===== src/rtl/data_path.sv =====
// GCD datapath: operand registers A and B with input muxes, a wrapping
// subtractor and the status comparators used by an external controller.
module data_path #(
    parameter int numOfBits = 5
) (
    input  logic                 clk,
    input  logic                 rst_n,
    input  logic [numOfBits-1:0] In_A,
    input  logic [numOfBits-1:0] In_B,
    input  logic [1:0]           Asel,
    input  logic                 Aen,
    input  logic                 Bsel,
    input  logic                 Ben,
    output logic [numOfBits-1:0] Result,
    output logic                 B_eq_0,
    output logic                 A_lessThan_B
);

    logic [numOfBits-1:0] a_q, a_d;
    logic [numOfBits-1:0] b_q, b_d;
    logic [numOfBits-1:0] diff;

    // Borrow is dropped: A < B wraps modulo 2^N.
    assign diff = a_q - b_q;

    always_comb begin
        a_d = a_q;
        if (Aen) begin
            unique case (Asel)
                2'd0:    a_d = In_A;
                2'd1:    a_d = diff;
                2'd2:    a_d = b_q;
                default: a_d = a_q;
            endcase
        end
    end

    always_comb begin
        b_d = b_q;
        if (Ben) begin
            b_d = Bsel ? In_B : a_q;
        end
    end

    always_ff @(posedge clk or negedge rst_n) begin
        if (!rst_n) begin
            a_q <= '0;
            b_q <= '0;
        end else begin
            a_q <= a_d;
            b_q <= b_d;
        end
    end

    assign Result       = a_q;
    assign B_eq_0       = (b_q == '0);
    assign A_lessThan_B = (a_q < b_q);

endmodule


===== config.mk =====
export PLATFORM = sky130hd
export DESIGN_NAME = data_path
export DESIGN_NICKNAME = d
export VERILOG_FILES = /design/src/rtl/data_path.sv
export SDC_FILE = /design/constraint.sdc
export NUM_CORES = 1
export LEC_CHECK = 0
export BUFFER_PORTS_ARGS = -buffer_cell sky130_fd_sc_hd__clkbuf_2
export CELL_PAD_IN_SITES_DETAIL_PLACEMENT = 0
export CELL_PAD_IN_SITES_GLOBAL_PLACEMENT = 1
export CORE_MARGIN = 4
export CORE_UTILIZATION = 39
export CTS_BUF_LIST = sky130_fd_sc_hd__clkbuf_8 sky130_fd_sc_hd__clkbuf_16
export CTS_CLUSTER_DIAMETER = 50
export DETAILED_ROUTE_END_ITERATION = 10
export HOLD_SLACK_MARGIN = 0.06
export PLACE_DENSITY = 0.89
export RECOVER_POWER = 100
export SLEW_MARGIN = 25
export SYNTH_ARGS = -nofsm -noshare
export SYNTH_HDL_FRONTEND = slang
export SYNTH_SLANG_ARGS = --single-unit

===== constraint.sdc =====
create_clock -name clk -period 3.6 [get_ports clk]
set_input_delay 0 -clock clk [delete_from_list [all_inputs] [get_ports clk]]
set_output_delay 0 -clock clk [all_outputs]
set_load 0.02 [all_outputs]

# Yosys cells after proc, flatten, opt, wreduce, memory -nomap -nowiden
# Cells that the tools add are included.
totals:
  register_bits: 10
  latch_bits: 0
  ram_bits: 0
  rom_bits: 0
  out_inout_bits: 7
  word_cells: 12
  memories: 0
op_classes:
  addsub: 1
  mul: 0
  div_mod_pow: 0
  magnitude_cmp: 1
  eq_ne: 2
  shift: 0
  mux: 2
  bitwise: 0
  n_reduce_logical: 4
ops:
  columns: ["operator", "count"]
  rows:
  - ["5-bit case mux with 3 select lines", 1]
  - ["5-bit logical NOT", 1]
  - ["5-bit < comparator", 1]
  - ["5-bit two-way mux", 1]
  - ["5-bit subtractor", 1]
  - ["3-bit nonzero test", 1]
  - ["2-bit by 1-bit == test with 1-bit output, second input constant", 1]
  - ["2-bit == test, second input constant", 1]
  - ["2-bit logical NOT", 1]
  - ["2-bit AND reduction", 1]

# Longest topological paths before layout
# Gate-level depths: netlist of run 1.
logic_depth:
  word_depth: 3
  mapped_depth: 7
  depth_no_buf: 7

# Least setup slack after synthesis of run 1
# No wires, ideal clock.
synth_path:
  path_kind: "flip-flop to flip-flop"
  startpoint: "register a_q[0] (netlist: Result[0])"
  endpoint: "register a_q[4] (netlist: Result[4])"
  t_arrival_ps: 1728
  required_time_ps: 3476
  slack_ps: 1748
  stages_incl_launch_ff: 8
  path_buffers: 0
  period_less_slack_ps: 1852
  cell_sequence: "dfrtp_1 inv_1 ha_1 fa_1 nand2b_1 a21oi_2 mux2i_1 a211o_1"
synth_via:
  elab_chain_len: 2
synth_lines:
  columns: ["element", "line", "source"]
  rows:
  - ["start: declaration", "19", "logic [numOfBits-1:0] a_q, a_d;"]
  - ["start signal: assignment", "47", "a_q <= '0;"]
  - ["start signal: assignment", "50", "a_q <= a_d;"]
  - ["5-bit subtractor", "24", "assign diff = a_q - b_q;"]
  - ["5-bit case mux with 3 select lines", "29", "unique case (Asel)"]
# Every way passes these cells.
# A chain may end at the register's enable or synchronous reset.

# Worst setup path in the final report of run 1
# Ends and elaborated chain as after synthesis.

==> impl_metrics.yaml, run 1 <==
synthesis:
  yosysUniqueCellTypes: 28
  netlist_instances: 88
  yosys_warnings: 0
  async_flop_share_pct: 100
  synth_ff_type: "dfrtp_1"
  synth_enable_flop_cells: 0
  synth_fp_nets: 114
  netlist_area_um2: 769
  ys_seq_area_share_pct: 32.5
  ys_seq_elements: 10
  synth.avg_cell_area_um2: 8.74
power:
  p_sw_share_pct: 37.3
  intPower_uw: 283
  p_clk_share_pct: 25.5
  leakagePower_nw: 0.479
  power.density_nw_per_um2: 473
  vdd.ir_drop.worst_uv: 266
  seq_power_share_pct: 35.0
  p_switching_uw: 168
  pwr-share-comb_pct: 39.5
floorplanning:
  initial_core_util_pct: 42.7
  die_h_um: 52.4
  rows: 15
  die_area_um2: 2750
  core_region_area_um2: 1800
  ioPinCount: 24
  fp.dieW_um: 52.4
detailed_routing:
  drc_errors: 0
  wire_per_inst_um: 13.3
  firstDrtPassIters: 4
  num_vias: 709
  drt_iter0_drc: 17
  ant_nets: 0
  via_per_inst: 5.10
  totalWireLength_um: 1850
critical_path:
  critPathLaunch: "Result[0]"
  worstPathArrival_ps: 1980
  crit_type: "reg2reg"
  startpoint_type: "flop"
  r2r_start: "Result[0]"
  rr_worst_depth: 7
  worst_setup_path_end_kind: "flop"
  reg2reg_slack_ps: 1750
  required_ps: 3720
  path_max_fanout: 4
  r2r-end: "Result[4]"
grt:
  globalRouteOverflowTotal: 0
  grt_antenna_before_repair: 0
  grt_pass1_vias: 658
  grt_max_degree: 11
  gr-usage-all-layers_pct: 15.0
  grt_pass1_wl_um: 2990
final_layout:
  design_area_um2: 955
  nets: 142
  drive_gt1_share_pct: 16.7
  num_antenna_cells: 0
  final_core_util_pct: 53.0
  fillers: 191
  syn_to_final_growth_pct: 24.1
clock_network:
  clk_path_buf_depth: 2
  clockRootBuffer: "clkbuf_8"
  htreeDepth: 1
  cts_setup_buffers: 0
  cts_tree: "built"
  cts.sinks: 10
  path_clk_slew_ps: 50
  clock_latency_ps: 240
  cts_buffers: 3
place:
  gp_congestion: 0.813
  placed_area_um2: 907
  preCtsSetupSlack_ps: 1770
  dpl.hpwl_um: 1510
  portBuffers: 23
timing:
  grt_setup_unrepaired: "false"
  slew_headroom_pct: 62.5
  fin_ws_ps: 1750
  hold_viol: 0
  setup_viol_count_final: 0
  fmax_mhz: 539
  skew_ps: 8.39
  tns_ps: 0
  tightest_slew_ps: 562
  slew_violations: 0
  min_period_ps: 1850
  timing.final.crit_share_pct: 51.5
flow_run:
  maxCapViolCount: 0
outcome:
  outcome: "finished clean"
hold_path:
  hold_class: "in2reg"
  min-delay-start: "In_B[1]"
  hold_end: "b_q[1]"
  min_path_cells: 3
==> cell usage after synthesis (2+ instances only) <==
| library cell | n | area [um2] |
|---|---|---|
| a21oi_1 | 8 | 40.0 |
| a221oi_1 | 3 | 26.3 |
| dfrtp_1 | 10 | 250 |
| ha_1 | 8 | 100 |
| inv_1 | 12 | 45.0 |
| mux2i_1 | 6 | 60.1 |
| nand2_1 | 5 | 18.8 |
| nand2b_1 | 2 | 12.5 |
| nor2_1 | 11 | 41.3 |
| nor3b_1 | 2 | 15.0 |
| o21ai_0 | 3 | 15.0 |
| o31ai_1 | 2 | 15.0 |
==> power by group through the flow <==
stage	clock [mW]	sequential, mW	combinational, mW
after CTS	0.117	0.159	0.186
after global placement	0	0.159	0.180
after detailed placement	0	0.160	0.184
final	0.115	0.158	0.178
after floorplan	0	0.166	0.121
after global routing	0.122	0.161	0.201
==> flip-flops by register name (all words and copies together) (netlist names) <==
| name | flops |
|---|---|
| Result | 5 |
| b_q | 5 |
==> layer usage <==
layer | up-vias | track usage, % | share of wire, %
met5 | - | 0 | 0
met4 | 0 | 5.11 | 1.4
met3 | 2 | 4.56 | 5.0
met2 | 18 | 23.3 | 48
met1 | 328 | 19.5 | 46
li1 | 361 | - | -
==> worst max-delay path, stage by stage, from the launching register on <==
cell      delay (ps)
dfrtp_1          380
inv_1             60
ha_1             210
fa_1             400
nand2b_1         170
a21oi_1          160
mux2i_1          100
a211o_1          270
==> area by class of cell <==
cell class	count	area (um2)	share of cell area, %
Clock buffer	3	41.3	4.33
Timing Repair Buffer	25	125	13.1
Inverter	12	45.0	4.72
Sequential cell	10	250	26.2
Multi-Input combinational cell	64	462	48.4
Tap cell	25	31.3	3.28
==> repair_timing <==
action	4_1_cts	5_1_grt
hold buffers	2	0
endpoints found under the hold margin	11	0
gates resized for setup	0	0
==> layout by cell type, fill, tap and decap left out <==
cell type      instances
a211o_1                1
a21oi_1                9
a221oi_1               3
and2b_1                1
clkbuf_1               8
clkbuf_2              15
clkbuf_8               3
dfrtp_1               10
dlygate4sd3_1          2
fa_1                   1
ha_1                   8
inv_1                 12
mux2i_1                6
nand2_1                5
nand2b_1               2
nand2b_2               1
nand3_1                1
nand3b_1               1
nand4_1                1
nand4b_1               1
nor2_1                11
nor3b_1                2
o211ai_1               1
o21a_1                 1
o21ai_0                3
o22a_1                 1
o31ai_1                2
or4_1                  1
xnor2_1                1
==> metrics by stage <==
stage,power [mW],hold WS (ps),instances
after floorplan,0.287,-296,88
after global placement,0.338,-120,134
after detailed placement,0.345,-116,134
after CTS,0.462,70.4,139
after global routing,0.485,84.0,139
final,0.451,65.6,139
==> cells by family (layout without fill, tap and decap cells) <==
group | after synthesis | count (layout) | synth area share [%]
AND/OR/NAND/NOR | 27 | 27 | 18.0
AO/OA/AOI/OAI | 21 | 21 | 17.9
buffers and inverters | 14 | 40 | 6.99
flip-flops | 10 | 10 | 32.5
adder cells (fa/ha/maj) | 9 | 9 | 15.6
multiplexers | 6 | 6 | 7.81
XOR/XNOR | 1 | 1 | 1.14
==> how the worst max path moves through the flow <==
stage                        end  slack [ps]
detailed placement     Result[4]        1770
floorplan              Result[4]        1750
CTS                    Result[4]        1770
finish                 Result[4]        1750
global placement       Result[4]        1850
global route        A_lessThan_B        1640
Note: power is estimated with default switching activity, not from simulation.
==> inputs of run 2 (changes only) <==
- CORE_UTILIZATION: 39 -> 32
- PLACE_DENSITY: 0.89 -> 0.79
- clock period: 3.6 -> 1.6 ns (I/O delays scaled with it)
==> run 2 against run 1 <==
  * The run now ends with setup timing left
  * Clock-buffer cell count unchanged
  * Final area up 19%
  * Register-to-register slack worse by 1800 ps
  * Largest cell class unchanged
  * Die area up 18%
  * First-iteration DRC count down 65%
  * Hold slack better by 7.5 ps
  * Critical endpoint unchanged
  * Clock power up 140%
  * Critical path type unchanged
  * Wire length up 12%
==> impl_metrics.yaml, run 2 (synthesis results as in run 1) <==
floorplanning:
  fp.dieW_um: 57.0
  core_region_area_um2: 2250
  rows: 17
  initial_core_util_pct: 34.1
  die_area_um2: 3250
  ioPinCount: 24
  die_h_um: 57.0
timing:
  setup_viol_count_final: 2
  min_period_ps: 1620
  fin_ws_ps: -17.4
  skew_ps: 0.282
  tightest_slew_ps: 591
  tns_ps: -22.1
  timing.final.crit_share_pct: 101
  grt_setup_unrepaired: "true"
  hold_viol: 0
  slew_headroom_pct: 60.6
  fmax_mhz: 618
  slew_violations: 0
power:
  p_switching_uw: 447
  seq_power_share_pct: 29.1
  intPower_uw: 755
  leakagePower_nw: 0.554
  pwr-share-comb_pct: 48.3
  total_power_mw: 1.20
  power.density_nw_per_um2: 1060
  p_clk_share_pct: 22.6
  p_sw_share_pct: 37.2
  vdd.ir_drop.worst_uv: 572
place:
  dpl.hpwl_um: 1620
  preCtsSetupSlack_ps: -95.3
  portBuffers: 23
  gp_congestion: 0.821
detailed_routing:
  num_vias: 772
  via_per_inst: 4.98
  firstDrtPassIters: 4
  wire_per_inst_um: 13.4
  drt_iter0_drc: 6
  totalWireLength_um: 2080
  drc_errors: 0
  ant_nets: 0
critical_path:
  required_ps: 1720
  crit_type: "reg2reg"
  crit_slowest_cell: "dfrtp_1"
  worstPathArrival_ps: 1740
  worstPathCellList: "ha_4 -> fa_2 -> nand2b_4 -> a21oi_2 -> mux2i_1 -> a211o_1"
  cp_slowest_stage_delay_ps: 400
  worst_setup_path_end_kind: "flop"
  path_max_fanout: 2
  startpoint_type: "flop"
  critical-path-top-delay-family: "adder cells"
  worst-path-buf-inv: 0
clock_network:
  cts_tree: "built"
  clock_latency_ps: 240
  path_clk_slew_ps: 50
  htreeDepth: 1
  clk_path_buf_depth: 2
  cts.sinks: 10
  clockRootBuffer: "clkbuf_8"
  cts_buffers: 3
hold_path:
  hold_class: "in2reg"
outcome:
  violations: "setup timing"
  outcome: "finished with violations"
grt:
  grt_max_degree: 11
  gr-usage-all-layers_pct: 13.9
  grt_pass1_wl_um: 3590
  grt_pass1_vias: 782
  grt_antenna_before_repair: 0
  globalRouteOverflowTotal: 0
final_layout:
  syn_to_final_growth_pct: 47.2
  layout_common_cells: "clkbuf_2 (17), inv_1 (11), nor2_1 (11), buf_4 (9), dfrtp_1 (8)"
  nets: 154
  final_common_cell: "clkbuf_2"
  num_antenna_cells: 0
  drive_gt1_share_pct: 35.4
  final_core_util_pct: 50.2
  fillers: 227
flow_run:
  maxCapViolCount: 0
## run 2: final timing paths
check | start | to | slack [ps] | cells past startpoint
min in group asynchronous | rst_n | b_q[3] | 280 | 2
worst max register to register | b_q[0] | Result[4] | -20 | 6
worst min register to register | Result[3] | Result[3] | 600 | 1
worst min-delay path | In_A[2] | Result[2] | 70 | 3
worst max-delay path | b_q[0] | Result[4] | -20 | 6
max in group asynchronous | rst_n | Result[0] | 900 | 2
## run 2: area by class of cell
class                      instances  area (um2)  share of cell area [%]
multi-input combinational         64         527                    46.5
clock inverter                     1        3.75                   0.331
inverter                          12        45.0                    3.98
clock buffer                       3        41.3                    3.65
timing repair buffer              37         228                    20.1
tap                               28        35.0                    3.09
sequential                        10         253                    22.3
## run 2: what timing repair did
item / CTS / global route
pin swaps: 7 / 6
setup endpoints to repair: 4 / 5
hold buffers: 3 / 0
hold endpoints to repair: 12 / 0
resized for setup: 8 / 6
buffers inserted: 4 / 1
## run 2: power by group through the flow
stage | logic (mW) | clock network (mW) | registers, mW
after floorplan | 0.301 | 0 | 0.378
after global placement | 0.495 | 0 | 0.347
after detailed placement | 0.500 | 0 | 0.350
after CTS | 0.578 | 0.278 | 0.347
after global routing | 0.642 | 0.290 | 0.357
final | 0.580 | 0.271 | 0.350
## run 2: layer usage
metal | track usage, % | vias to the layer above | wire length [um] | part of all wire (%)
met5 | 0 | - | 0 | 0
met4 | 5.96 | 0 | 31 | 1.5
met3 | 2.71 | 4 | 90 | 4.3
met2 | 23.7 | 21 | 1090 | 52
met1 | 17.0 | 361 | 869 | 42
li1 | - | 386 | - | -
## run 2: worst min-delay path, delay by kind of cell
| family | cells | cell delay (ps) |
|---|---|---|
| AO/OA/AOI/OAI | 2 | 180 |
| buffers and inverters | 1 | 80 |
## run 2: metrics by stage
step | cell area, um2 | hold WS, ps | cells
2_1_floorplan | 800 | -296 | 88
3_3_place_gp | 986 | -116 | 143
3_5_place_dp | 986 | -109 | 143
4_1_cts | 1130 | 66.9 | 154
5_1_grt | 1130 | 90.0 | 155
6_report | 1130 | 73.1 | 155
==> inputs of run 3 (changes only) <==
- CORE_MARGIN: 4 -> default
==> run 3 against run 2 <==
  * The flow still finishes with violations (setup timing)
  * Sequential power increased by 1%
  * Clock-buffer cell count increased by 1
  * First-iteration DRC count increased by 67%
  * Critical path depth unchanged
  * Die area decreased by 20%
  * Via count decreased by 2.8%
  * Non-clock buffer count decreased by 3
  * Sequential share of layout area increased by 0.52 points
  * Core utilization decreased by 0.19 points
  * Largest cell class unchanged
  * Clock skew increased by 1.1 ps
  * Highest routed layer unchanged
  * Worst setup slack got worse by 17 ps
==> impl_metrics.yaml, run 3 (synthesis results as in run 1) <==
final_layout:
  fin_cells: 152
  syn_to_final_growth_pct: 45.2
  design_area_um2: 1120
  fillers: 237
  num_antenna_cells: 0
  final_common_cell: "clkbuf_2"
  seqCellArea_um2: 255
  nets: 151
  multiInputGateArea_um2: 534
  layout_common_cells: "clkbuf_2 (16), nor2_1 (11), inv_1 (9), clkbuf_1 (8)"
  drive_gt1_share_pct: 35.5
power:
  total_power_mw: 1.24
  power.density_nw_per_um2: 1110
  leakagePower_nw: 0.530
  vdd.ir_drop.worst_uv: 509
timing:
  tightest_slew_ps: 574
  hold_viol: 0
  setup_viol_count_final: 1
  timing.final.crit_share_pct: 102
  slew_violations: 0
  hold-worst-slack_ps: 71.3
  fmax_mhz: 612
  slew_headroom_pct: 61.7
  skew_ps: 1.43
  grt_setup_unrepaired: "true"
  min_period_ps: 1630
  fin_ws_ps: -34.6
critical_path:
  cp_slowest_stage_delay_ps: 400
  crit_slowest_cell: "dfrtp_1"
  worstPathArrival_ps: 1760
  r2r_start: "b_q[0]"
  cp-endpoint: "Result[4]"
  critPathLaunch: "b_q[0]"
  reg2reg_slack_ps: -30
  rr_worst_depth: 6
  r2r-end: "Result[4]"
  required_ps: 1720
  path_max_fanout: 2
  startpoint_type: "flop"
  worst_setup_path_end_kind: "flop"
  crit_type: "reg2reg"
  worstPathCellList: "ha_4 -> fa_2 -> nand2b_4 -> a21oi_2 -> mux2i_1 -> a211o_1"
hold_path:
  hold_class: "in2reg"
flow_run:
  maxCapViolCount: 0
floorplanning:
  core_region_area_um2: 2230
  die_h_um: 51.0
  initial_core_util_pct: 34.5
  die_area_um2: 2600
  ioPinCount: 24
  rows: 17
  fp.dieW_um: 51.0
place:
  placed_area_um2: 978
  portBuffers: 23
  dpl.hpwl_um: 1570
  gp_congestion: 0.759
  place_inst: 142
grt:
  grt-busiest-layer: "met2"
  grt_pass1_wl_um: 3530
  global_route.usage.met1_pct: 23.6
  grt_max_degree: 11
  grt_antenna_before_repair: 0
  grt_pass1_vias: 729
  gr-usage-all-layers_pct: 18.9
  grtUsageMet3_pct: 2.68
  grt_util_met2_pct: 30.0
  globalRouteOverflowTotal: 0
clock_network:
  clock_latency_ps: 240
  path_clk_slew_ps: 50
  clk_path_buf_depth: 2
  cts_tree: "built"
  htreeDepth: 1
  cts.sinks: 10
  cts_buffers: 3
  clockRootBuffer: "clkbuf_8"
detailed_routing:
  drc_errors: 0
  via_per_inst: 4.93
  num_vias: 750
  totalWireLength_um: 2030
  drt_iter0_drc: 10
  firstDrtPassIters: 4
  ant_nets: 0
  wire_per_inst_um: 13.4
outcome:
  violations: "setup timing"
  outcome: "finished with violations"
## run 3: metrics by stage
stage / TNS, ps / utilization, % / setup slack [ps]
6_report: -34.6 / 50.0 / -34.6
4_1_cts: -32.6 / 49.4 / -20.3
3_3_place_gp: -45.0 / 43.8 / -45.0
5_1_grt: -162 / 50.0 / -79.0
3_5_place_dp: -101 / 43.8 / -87.2
2_1_floorplan: -133 / - / -106
## run 3: cell type report
cell class,instances,area share (%)
flip-flops and latches,10,22.8
well taps,28,3.14
clock buffers,4,4.93
inverters,12,4.03
multi-input cells,64,47.8
repair buffers,34,17.2
## run 3: worst min path at each step
| stage | startpoint | endpoint | slack, ps | depth (start not counted) |
|---|---|---|---|---|
| floorplan | rst_n | Result[0] | -300 | 0 |
| global placement | rst_n | b_q[0] | -120 | 1 |
| detailed placement | rst_n | b_q[1] | -110 | 1 |
| CTS | Ben | b_q[3] | 70 | 2 |
| global route | In_B[4] | b_q[4] | 80 | 3 |
| finish | In_B[4] | b_q[4] | 70 | 3 |
## run 3: power by group
part           switching (mW)  internal [mW]
Clock                   0.112          0.217
Sequential             0.0535          0.301
Combinational           0.286          0.269
Total                   0.451          0.788
## run 3: critical path: cells and delay by family, from the launching register on
kind,cells,cell delay [ps]
flip-flops,1,400
multiplexers,1,80
AO/OA/AOI/OAI,2,370
adder cells (fa/ha/maj),2,510
AND/OR/NAND/NOR,1,150
## run 3: what timing repair did
| action | CTS | global route |
|---|---|---|
| hold buffers | 3 | 0 |
| hold endpoints to repair | 12 | 0 |
| resized for setup | 6 | 7 |
| gates cloned | 0 | 0 |
| setup buffers | 2 | 1 |
| pin swaps | 4 | 4 |
| endpoints found under the setup margin | 4 | 4 |
## run 3: metal layers
metal	routed length (um)	vias to the layer above
met1	959	343
met5	0	-
met2	949	21
li1	-	381
met3	69	5
met4	56	0
